<file path="src/rtl/aes_mem_ctrl.sv">
// Memory-to-cipher sequencer: reads plaintext words from the input region, hands 128-bit
// blocks to the cipher, writes ciphertext to the output region and terminates it with SENTINEL.
module aes_mem_ctrl #(
    parameter logic [9:0]  IN_BASE    = 10'd0,
    parameter logic [9:0]  OUT_BASE   = 10'd257,
    parameter int unsigned MAX_WORDS  = 256,
    parameter logic [31:0] SENTINEL   = 32'hDEADBEEF,
    parameter int unsigned RD_LATENCY = 2
) (
    input  logic         clk_in,
    input  logic         rst_n_in,
    input  logic         start_in,
    output logic         busy_out,
    output logic         done_out,
    output logic [6:0]   blocks_out,
    output logic [9:0]   mem_rd_addr_out,
    input  logic [31:0]  mem_rd_data_in,
    output logic [9:0]   mem_wr_addr_out,
    output logic [31:0]  mem_wr_data_out,
    output logic [3:0]   mem_we_out,
    output logic [127:0] blk_out,
    output logic         blk_valid_out,
    input  logic         blk_ready_in,
    input  logic [127:0] res_in,
    input  logic         res_valid_in,
    output logic         res_ready_out
);

    typedef enum logic [2:0] {
        StIdle, StRdAddr, StRdWait, StSend, StRecv, StWr, StTerm, StDone
    } state_e;

    localparam logic [9:0] MaxWords = 10'(MAX_WORDS);
    localparam logic [7:0] WaitLast = 8'(RD_LATENCY - 1);

    state_e       state_q, state_d;
    logic [9:0]   word_idx_q, word_idx_d;
    logic [6:0]   blk_idx_q, blk_idx_d;
    logic [1:0]   lane_q, lane_d;
    logic [7:0]   wait_q, wait_d;
    logic         sent_seen_q, sent_seen_d;
    logic [127:0] blk_q, blk_d;
    logic [127:0] res_q, res_d;
    logic         busy_q, busy_d;
    logic         done_q, done_d;
    logic [6:0]   blocks_q, blocks_d;
    logic [9:0]   rd_addr_q, rd_addr_d;
    logic [9:0]   wr_addr_q, wr_addr_d;
    logic [31:0]  wr_data_q, wr_data_d;
    logic [3:0]   we_q, we_d;
    logic         blk_valid_q, blk_valid_d;
    logic         res_ready_q, res_ready_d;

    logic [1:0] k;
    logic [1:0] lane_nx;
    logic [6:0] blk_nx;
    logic [9:0] word_nx;

    assign k       = word_idx_q[1:0];
    assign lane_nx = lane_q + 2'd1;
    assign blk_nx  = blk_idx_q + 7'd1;
    assign word_nx = word_idx_q + 10'd1;

    always_comb begin
        state_d     = state_q;
        word_idx_d  = word_idx_q;
        blk_idx_d   = blk_idx_q;
        lane_d      = lane_q;
        wait_d      = wait_q;
        sent_seen_d = sent_seen_q;
        blk_d       = blk_q;
        res_d       = res_q;
        busy_d      = busy_q;
        done_d      = 1'b0;
        blocks_d    = blocks_q;
        rd_addr_d   = rd_addr_q;
        wr_addr_d   = wr_addr_q;
        wr_data_d   = wr_data_q;
        we_d        = 4'h0;
        blk_valid_d = blk_valid_q;
        res_ready_d = res_ready_q;

        unique case (state_q)
            StIdle: begin
                if (start_in) begin
                    word_idx_d  = '0;
                    blk_idx_d   = '0;
                    sent_seen_d = 1'b0;
                    busy_d      = 1'b1;
                    rd_addr_d   = IN_BASE;
                    state_d     = StRdAddr;
                end
            end
            StRdAddr: begin
                wait_d  = '0;
                state_d = StRdWait;
            end
            StRdWait: begin
                if (wait_q != WaitLast) begin
                    wait_d = wait_q + 8'd1;
                end else if (mem_rd_data_in == SENTINEL) begin
                    sent_seen_d = 1'b1;
                    if (k != 2'd0) begin
                        for (int j = 1; j < 4; j++) begin
                            if (j >= int'(k)) blk_d[32*j +: 32] = '0;
                        end
                        blk_valid_d = 1'b1;
                        state_d     = StSend;
                    end else begin
                        wr_addr_d = OUT_BASE + {1'b0, blk_idx_q, 2'b00};
                        wr_data_d = SENTINEL;
                        we_d      = 4'hF;
                        state_d   = StTerm;
                    end
                end else begin
                    blk_d[{k, 5'd0} +: 32] = mem_rd_data_in;
                    word_idx_d             = word_nx;
                    if (k == 2'd3 || word_nx == MaxWords) begin
                        blk_valid_d = 1'b1;
                        state_d     = StSend;
                    end else begin
                        rd_addr_d = IN_BASE + word_nx;
                        state_d   = StRdAddr;
                    end
                end
            end
            StSend: begin
                if (blk_ready_in) begin
                    blk_valid_d = 1'b0;
                    res_ready_d = 1'b1;
                    state_d     = StRecv;
                end
            end
            StRecv: begin
                if (res_valid_in) begin
                    res_ready_d = 1'b0;
                    res_d       = res_in;
                    wr_addr_d   = OUT_BASE + {1'b0, blk_idx_q, 2'b00};
                    wr_data_d   = res_in[31:0];
                    we_d        = 4'hF;
                    lane_d      = 2'd0;
                    state_d     = StWr;
                end
            end
            StWr: begin
                if (lane_q != 2'd3) begin
                    lane_d    = lane_nx;
                    wr_addr_d = wr_addr_q + 10'd1;
                    wr_data_d = res_q[{lane_nx, 5'd0} +: 32];
                    we_d      = 4'hF;
                end else begin
                    blk_idx_d = blk_nx;
                    if (sent_seen_q || word_idx_q == MaxWords) begin
                        wr_addr_d = OUT_BASE + {1'b0, blk_nx, 2'b00};
                        wr_data_d = SENTINEL;
                        we_d      = 4'hF;
                        state_d   = StTerm;
                    end else begin
                        rd_addr_d = IN_BASE + word_idx_q;
                        state_d   = StRdAddr;
                    end
                end
            end
            StTerm: begin
                done_d   = 1'b1;
                blocks_d = blk_idx_q;
                state_d  = StDone;
            end
            StDone: begin
                busy_d  = 1'b0;
                state_d = StIdle;
            end
            default: state_d = StIdle;
        endcase
    end

    always_ff @(posedge clk_in or negedge rst_n_in) begin
        if (!rst_n_in) begin
            state_q     <= StIdle;
            word_idx_q  <= '0;
            blk_idx_q   <= '0;
            lane_q      <= '0;
            wait_q      <= '0;
            sent_seen_q <= 1'b0;
            blk_q       <= '0;
            res_q       <= '0;
            busy_q      <= 1'b0;
            done_q      <= 1'b0;
            blocks_q    <= '0;
            rd_addr_q   <= '0;
            wr_addr_q   <= '0;
            wr_data_q   <= '0;
            we_q        <= 4'h0;
            blk_valid_q <= 1'b0;
            res_ready_q <= 1'b0;
        end else begin
            state_q     <= state_d;
            word_idx_q  <= word_idx_d;
            blk_idx_q   <= blk_idx_d;
            lane_q      <= lane_d;
            wait_q      <= wait_d;
            sent_seen_q <= sent_seen_d;
            blk_q       <= blk_d;
            res_q       <= res_d;
            busy_q      <= busy_d;
            done_q      <= done_d;
            blocks_q    <= blocks_d;
            rd_addr_q   <= rd_addr_d;
            wr_addr_q   <= wr_addr_d;
            wr_data_q   <= wr_data_d;
            we_q        <= we_d;
            blk_valid_q <= blk_valid_d;
            res_ready_q <= res_ready_d;
        end
    end

    assign busy_out        = busy_q;
    assign done_out        = done_q;
    assign blocks_out      = blocks_q;
    assign mem_rd_addr_out = rd_addr_q;
    assign mem_wr_addr_out = wr_addr_q;
    assign mem_wr_data_out = wr_data_q;
    assign mem_we_out      = we_q;
    assign blk_out         = blk_q;
    assign blk_valid_out   = blk_valid_q;
    assign res_ready_out   = res_ready_q;

endmodule

</file>
<file path="config.mk">
export PLATFORM = sky130hd
export DESIGN_NAME = aes_mem_ctrl
export DESIGN_NICKNAME = d
export VERILOG_FILES = /design/src/rtl/aes_mem_ctrl.sv
export SDC_FILE = /design/constraint.sdc
export NUM_CORES = 1
export LEC_CHECK = 0
export BUFFER_PORTS_ARGS = -buffer_cell sky130_fd_sc_hd__buf_2
export CAP_MARGIN = 20
export CORE_UTILIZATION = 55
export DETAILED_ROUTE_END_ITERATION = 12
export MAX_ROUTING_LAYER = met4
export PLACE_DENSITY = 0.9
export SETUP_SLACK_MARGIN = 0.02
export SKIP_CTS_REPAIR_TIMING = 1
export SYNTH_ARGS = -nofsm -noshare
export SYNTH_HDL_FRONTEND = slang
export SYNTH_SLANG_ARGS = --single-unit
export TNS_END_PERCENT = 30
</file>
<file path="constraint.sdc">
create_clock -name clk_in -period 6.5 [get_ports clk_in]
set_input_delay 1.3 -clock clk_in [delete_from_list [all_inputs] [get_ports clk_in]]
set_output_delay 1.3 -clock clk_in [all_outputs]
set_load 0.01 [all_outputs]
</file>
==> results of run 1 <==
[through the flow]
stage               power (uW)  area, sq um  utilization, %  instances  setup WS (ps)
floorplan                 4790        15300               -       1550           2910
global placement          5520        17400            64.1       2199           1910
detailed placement        5650        17400            64.2       2201           1840
CTS                       7860        18700            68.9       2269           2380
global route              8310        18700            69.1       2274           2560
finish                    7870        18700            69.1       2274           2690
[cell usage after synthesis, drive strengths merged, types with 4 or more instances]
cell    instances  share of area (%)
inv            12               0.29
a22o           67                3.8
o22ai          26                1.1
xor2            8               0.46
nor4            6               0.38
nand3          19               0.62
nor3            9               0.29
nor2b           5               0.20
nand4           5               0.20
a221oi         11               0.63
clkbuf         86                2.1
a211o           4               0.23
nor2           79                2.0
mux4           32                4.7
a21oi          15               0.49
xnor2           4               0.23
o31ai          16               0.78
and3            8               0.33
mux2           18                1.3
a31oi          29                1.2
o21ai         112                3.7
nand4b          4               0.23
buf            16               0.62
dfrtp         351                 57
ha             11               0.90
nand2         555                 14
[report_power, final]
part | switching, uW | internal, uW
clock | 868 | 1330
sequential | 388 | 2780
combinational | 1470 | 1040
[cell families after synthesis]
group	count (synthesis)	synth area share (%)
simple gates	713	19.0
flops	351	57.4
compound gates	297	12.9
buf+inv	115	3.05
xor+xnor	12	0.687
mux	51	6.10
fa+ha+maj	11	0.899
[how the worst max path moves through the flow]
stage | depth (start not counted) | slack [ps] | endpoint | startpoint
2_1_floorplan | 7 | 2910 | blk_out[65] | mem_rd_data_in[24]
3_3_place_gp | 8 | 1910 | mem_wr_addr_out[2] | mem_rd_data_in[14]
3_5_place_dp | 8 | 1840 | mem_wr_addr_out[2] | mem_rd_data_in[14]
4_1_cts | 8 | 2380 | mem_wr_addr_out[2] | mem_rd_data_in[14]
5_1_grt | 8 | 2560 | blk_out[117] | mem_rd_data_in[14]
6_report | 7 | 2690 | blk_out[117] | mem_rd_data_in[14]
[cell type report]
cell class                 instances  share of cell area, %
antenna                            2                 0.0267
clock buffer                      55                   6.01
clock inverter                    13                  0.842
inverter                          13                  0.261
multi-input combinational       1084                   32.6
sequential                       351                   46.9
tap                              372                   2.49
timing repair buffer             384                   10.8
[metal layers]
| metal | vias to the layer above | share of wire, % | global-route usage [%] | routed length, um |
|---|---|---|---|---|
| met1 | 6387 | 38 | 37.0 | 16100 |
| met4 | 0 | 3.4 | 12.2 | 1430 |
| li1 | 5968 | - | - | - |
| met5 | - | 0 | - | 0 |
| met3 | 100 | 9.7 | 7.97 | 4100 |
| met2 | 706 | 49 | 50.2 | 20700 |
[flip-flops by register name, summed over array words and instances, names as in the netlist]
register	flops
blk_out	128
res_q	128
mem_wr_data_out	32
mem_rd_addr_out	10
mem_wr_addr_out	10
word_idx_q	10
wait_q	8
blk_idx_q	7
blocks_out	7
state_q	3
lane_q	2
blk_valid_out	1
busy_out	1
done_out	1
mem_we_out	1
res_ready_out	1
sent_seen_q	1
[worst max-delay path: stages]
cell and delay, ps:
buf_2 140, nand4bb_1 220, nor4_1 900, a21oi_1 250, o21ai_4 670, buf_4 450, o21ai_0 200
==> flow_metrics.env, run 1 <==
export IMPL_synthArstFlopShare_pct=100
export IMPL_cap_violations=0
export IMPL_dieHeight_um=169
export IMPL_final_cell_mix="nand2_1, buf_2, dfrtp_1"
export IMPL_grt_usage_pct=30.9
export IMPL_grt_antenna_before_repair=2
export IMPL_place_port_buffers=359
export IMPL_worstRegToRegCells=8
export IMPL_clk_path_buf_depth=3
export IMPL_synth_fp_nets=1726
export IMPL_synth_area_per_cell_sq_um=9.87
export IMPL_max_freq_mhz=263
export IMPL_start_util_pct=56.5
export IMPL_cts_buffers=38
export IMPL_wire_per_inst_um=18.6
export IMPL_period_minus_slack_ps=3810
export IMPL_cts_root_buf="clkbuf_16"
export IMPL_grt_pass1_vias=13108
export IMPL_worstPathArrival_ps=4160
export IMPL_syn_inst=1550
export IMPL_first_iter_violations=1340
export IMPL_die_w_um=169
export IMPL_ys_seq_elements=351
export IMPL_tritoncts="done"
export IMPL_synth_edf_count=0
export IMPL_hold_depth=2
export IMPL_wirelength_mm=42.3
export IMPL_crit_fanout=34
export IMPL_ff2ff_setup_slack_ps=3240
export IMPL_synth_area_sq_um=15300
export IMPL_setup_violations=0
export IMPL_ant_nets=0
export IMPL_finClkSkew_ps=17.9
export IMPL_area_growth_pct=22.4
export IMPL_dieArea_sq_um=28500
export IMPL_cp_required_ps=6850
export IMPL_finalCritPeriodShare_pct=58.6
export IMPL_drive_gt1_share_pct=27.1
export IMPL_fp_row_count=60
export IMPL_core_area_sq_um=27100
export IMPL_hp_class="reg2reg"
export IMPL_overflow=0
export IMPL_regArea_sq_um=8780
export IMPL_timing_rr_start="state_q[1]"
export IMPL_hpwlAfterDp_mm=28.3
export IMPL_maxSlewHeadroom_pct=26.5
export IMPL_fillers=1935
export IMPL_outcome="completed"
export IMPL_place_congestion=0.904
export IMPL_vdd_drop_max_mv=0.307
export IMPL_yosysSeqAreaShare_pct=57.4
export IMPL_cp_start_kind="input port"
export IMPL_min_delay_start="res_q[112]"
export IMPL_hold_slack_ps=472
export IMPL_drv_slew=0
export IMPL_cp_end_kind="register"
export IMPL_cts_sinks=351
export IMPL_hold_path_end="res_q[112]"
export IMPL_multi_input_area_sq_um=6110
export IMPL_drc=0
export IMPL_io_pins=360
export IMPL_synthFlopType="dfrtp_1"
export IMPL_setup_tns_ps=0
export IMPL_path_class="in2reg"
export IMPL_hold_viol=0
export IMPL_worstReg2RegEnd="mem_wr_addr_out[6]"
export IMPL_final_common_cell="nand2_1"
export IMPL_p_leak_uw=0.00953
export IMPL_grt_max_degree=181
export IMPL_nets=2048
export IMPL_viasPerCell=5.79
export IMPL_drtPass1Iterations=5
export IMPL_vias=13161
export IMPL_grt_pass1_wl_mm=67.8
export IMPL_rsz0062_at_grt="false"
export IMPL_path_clk_slew_ps=60
export IMPL_clk_latency_ps=520
export IMPL_yosysUniqueCellTypes=62
export IMPL_cts_htree_levels=2
export IMPL_powerDensity_nw_per_um2=420
export IMPL_yosysWarnings=0
export IMPL_tightest_slew_ps=1090
Note: power is estimated with default switching activity, not from simulation.
==> run 2: changes to the inputs <==
- CORE_UTILIZATION: 55 -> 49
- PLACE_DENSITY: 0.9 -> 0.86
- clock period: 6.5 -> 3.24 ns (I/O delays scaled with it)
==> run 2 against run 1 <==
Compared with the run above:
- global-route usage shrank 1.5 points
- via count grew 3.8%
- total power grew 110%
- worst setup slack lost 2200 ps
- critical endpoint is now mem_wr_addr_out[2]
==> flow_metrics.env, run 2 (synthesis gave the netlist of run 1 again) <==
export IMPL_internal_power_uw=10700
export IMPL_first_iter_violations=1189
export IMPL_power_uw=16400
export IMPL_cp_start_kind="register"
export IMPL_powerDensity_nw_per_um2=853
export IMPL_drtPass1Iterations=5
export IMPL_cts_htree_levels=2
export IMPL_p_switching_uw=5700
export IMPL_path_clk_slew_ps=60
export IMPL_core_area_sq_um=30700
export IMPL_cp_required_ps=3620
export IMPL_cap_violations=0
export IMPL_grt_max_degree=130
export IMPL_nets=2091
export IMPL_die_w_um=179
export IMPL_place_congestion=0.907
export IMPL_cp_end_kind="register"
export IMPL_clk_latency_ps=520
export IMPL_finalCritPeriodShare_pct=85.7
export IMPL_dieArea_sq_um=31900
export IMPL_max_freq_mhz=360
export IMPL_vias=13658
export IMPL_finClkSkew_ps=20.5
export IMPL_hpwlAfterDp_mm=30.0
export IMPL_p_leak_uw=0.00983
export IMPL_crit_fanout=20
export IMPL_outcome="completed"
export IMPL_grt_usage_pct=29.4
export IMPL_wire_per_inst_um=19.4
export IMPL_rsz0062_at_grt="false"
export IMPL_p_seq_share_pct=38.7
export IMPL_drc=0
export IMPL_fp_row_count=64
export IMPL_grt_antenna_before_repair=6
export IMPL_worstPathArrival_ps=3150
export IMPL_start_util_pct=49.9
export IMPL_grt_pass1_wl_mm=70.5
export IMPL_cts_buffers=38
export IMPL_setup_tns_ps=0
export IMPL_cts_sinks=351
export IMPL_drv_slew=0
export IMPL_tritoncts="done"
export IMPL_area_growth_pct=26.0
export IMPL_tightest_slew_ps=759
export IMPL_place_port_buffers=359
export IMPL_power_frac_clock_pct=29.1
export IMPL_overflow=0
export IMPL_period_minus_slack_ps=2780
export IMPL_p_comb_share_pct=32.2
export IMPL_stdcell_count=2345
export IMPL_final_area_sq_um=19300
export IMPL_setup_violations=0
export IMPL_final_cell_mix="nand2_1, buf_2, dfrtp_1"
export IMPL_switching_share_pct=34.7
export IMPL_drive_gt1_share_pct=28.8
export IMPL_ant_nets=0
export IMPL_dieHeight_um=179
export IMPL_hold_viol=0
export IMPL_placed_cell_area_sq_um=17900
export IMPL_clk_path_buf_depth=3
export IMPL_final_common_cell="nand2_1"
export IMPL_vdd_drop_max_mv=0.623
export IMPL_viasPerCell=5.82
export IMPL_finalWorstSetupSlack_ps=464
export IMPL_io_pins=360
export IMPL_cts_root_buf="clkbuf_16"
export IMPL_preCtsSetupSlack_ps=-9.85
export IMPL_path_class="reg2reg"
export IMPL_maxSlewHeadroom_pct=49.4
export IMPL_post_place_cells=2270
export IMPL_wirelength_mm=45.5
export IMPL_grt_pass1_vias=13277
export IMPL_hp_class="in2async"
-- run 2: area by class of cell --
| cell class | instances | area (sq um) |
|---|---|---|
| Sequential cell | 351 | 8780 |
| Tap cell | 396 | 495 |
| Antenna cell | 7 | 17.5 |
| Timing Repair Buffer | 427 | 2440 |
| Fill cell | 2379 | 11400 |
| Multi-Input combinational cell | 1084 | 6100 |
| Clock buffer | 49 | 1070 |
| Inverter | 13 | 48.8 |
| Clock inverter | 18 | 320 |
-- run 2: power by group through the flow --
stage | Combinational, uW | Sequential, uW | Clock (uW)
finish | 5290 | 6360 | 4790
global route | 5810 | 6480 | 5020
CTS | 5280 | 6340 | 4850
detailed placement | 5180 | 6370 | 0
global placement | 4990 | 6300 | 0
floorplan | 3240 | 6360 | 0
-- run 2: path summary, 6_finish.rpt --
kind	from	end	slack, ps	depth (start not counted)
hold / removal	rst_n_in	mem_wr_addr_out[8]	180	1
max in group asynchronous	rst_n_in	blk_out[114]	2180	2
hold reg to reg	res_q[67]	res_q[67]	470	2
setup / recovery	state_q[0]	mem_wr_addr_out[2]	460	8
min in group clk_in	res_in[103]	res_q[103]	320	3
setup reg to reg	state_q[0]	mem_wr_addr_out[2]	460	8
-- run 2: critical path, cell delays in order (launching register included) --
cell and delay, ps:
dfrtp_1 380, buf_4 200, or3b_2 680, nor2_1 490, a311oi_2 220, inv_2 130
buf_4 220, mux2i_1 220, a211oi_1 70
-- run 2: stage by stage --
step	hold slack, ps	util, %
final	176	62.9
after global routing	219	62.9
after detailed placement	458	58.3
after CTS	194	62.8
after floorplan	352	-
after global placement	452	58.3
-- run 2: metal layers --
metal	up-vias	wire, um	track usage [%]
met5	-	0	-
met4	0	1690	11.6
met3	136	4780	7.61
met2	842	22100	47.5
met1	6619	17000	35.3
li1	6061	-	-
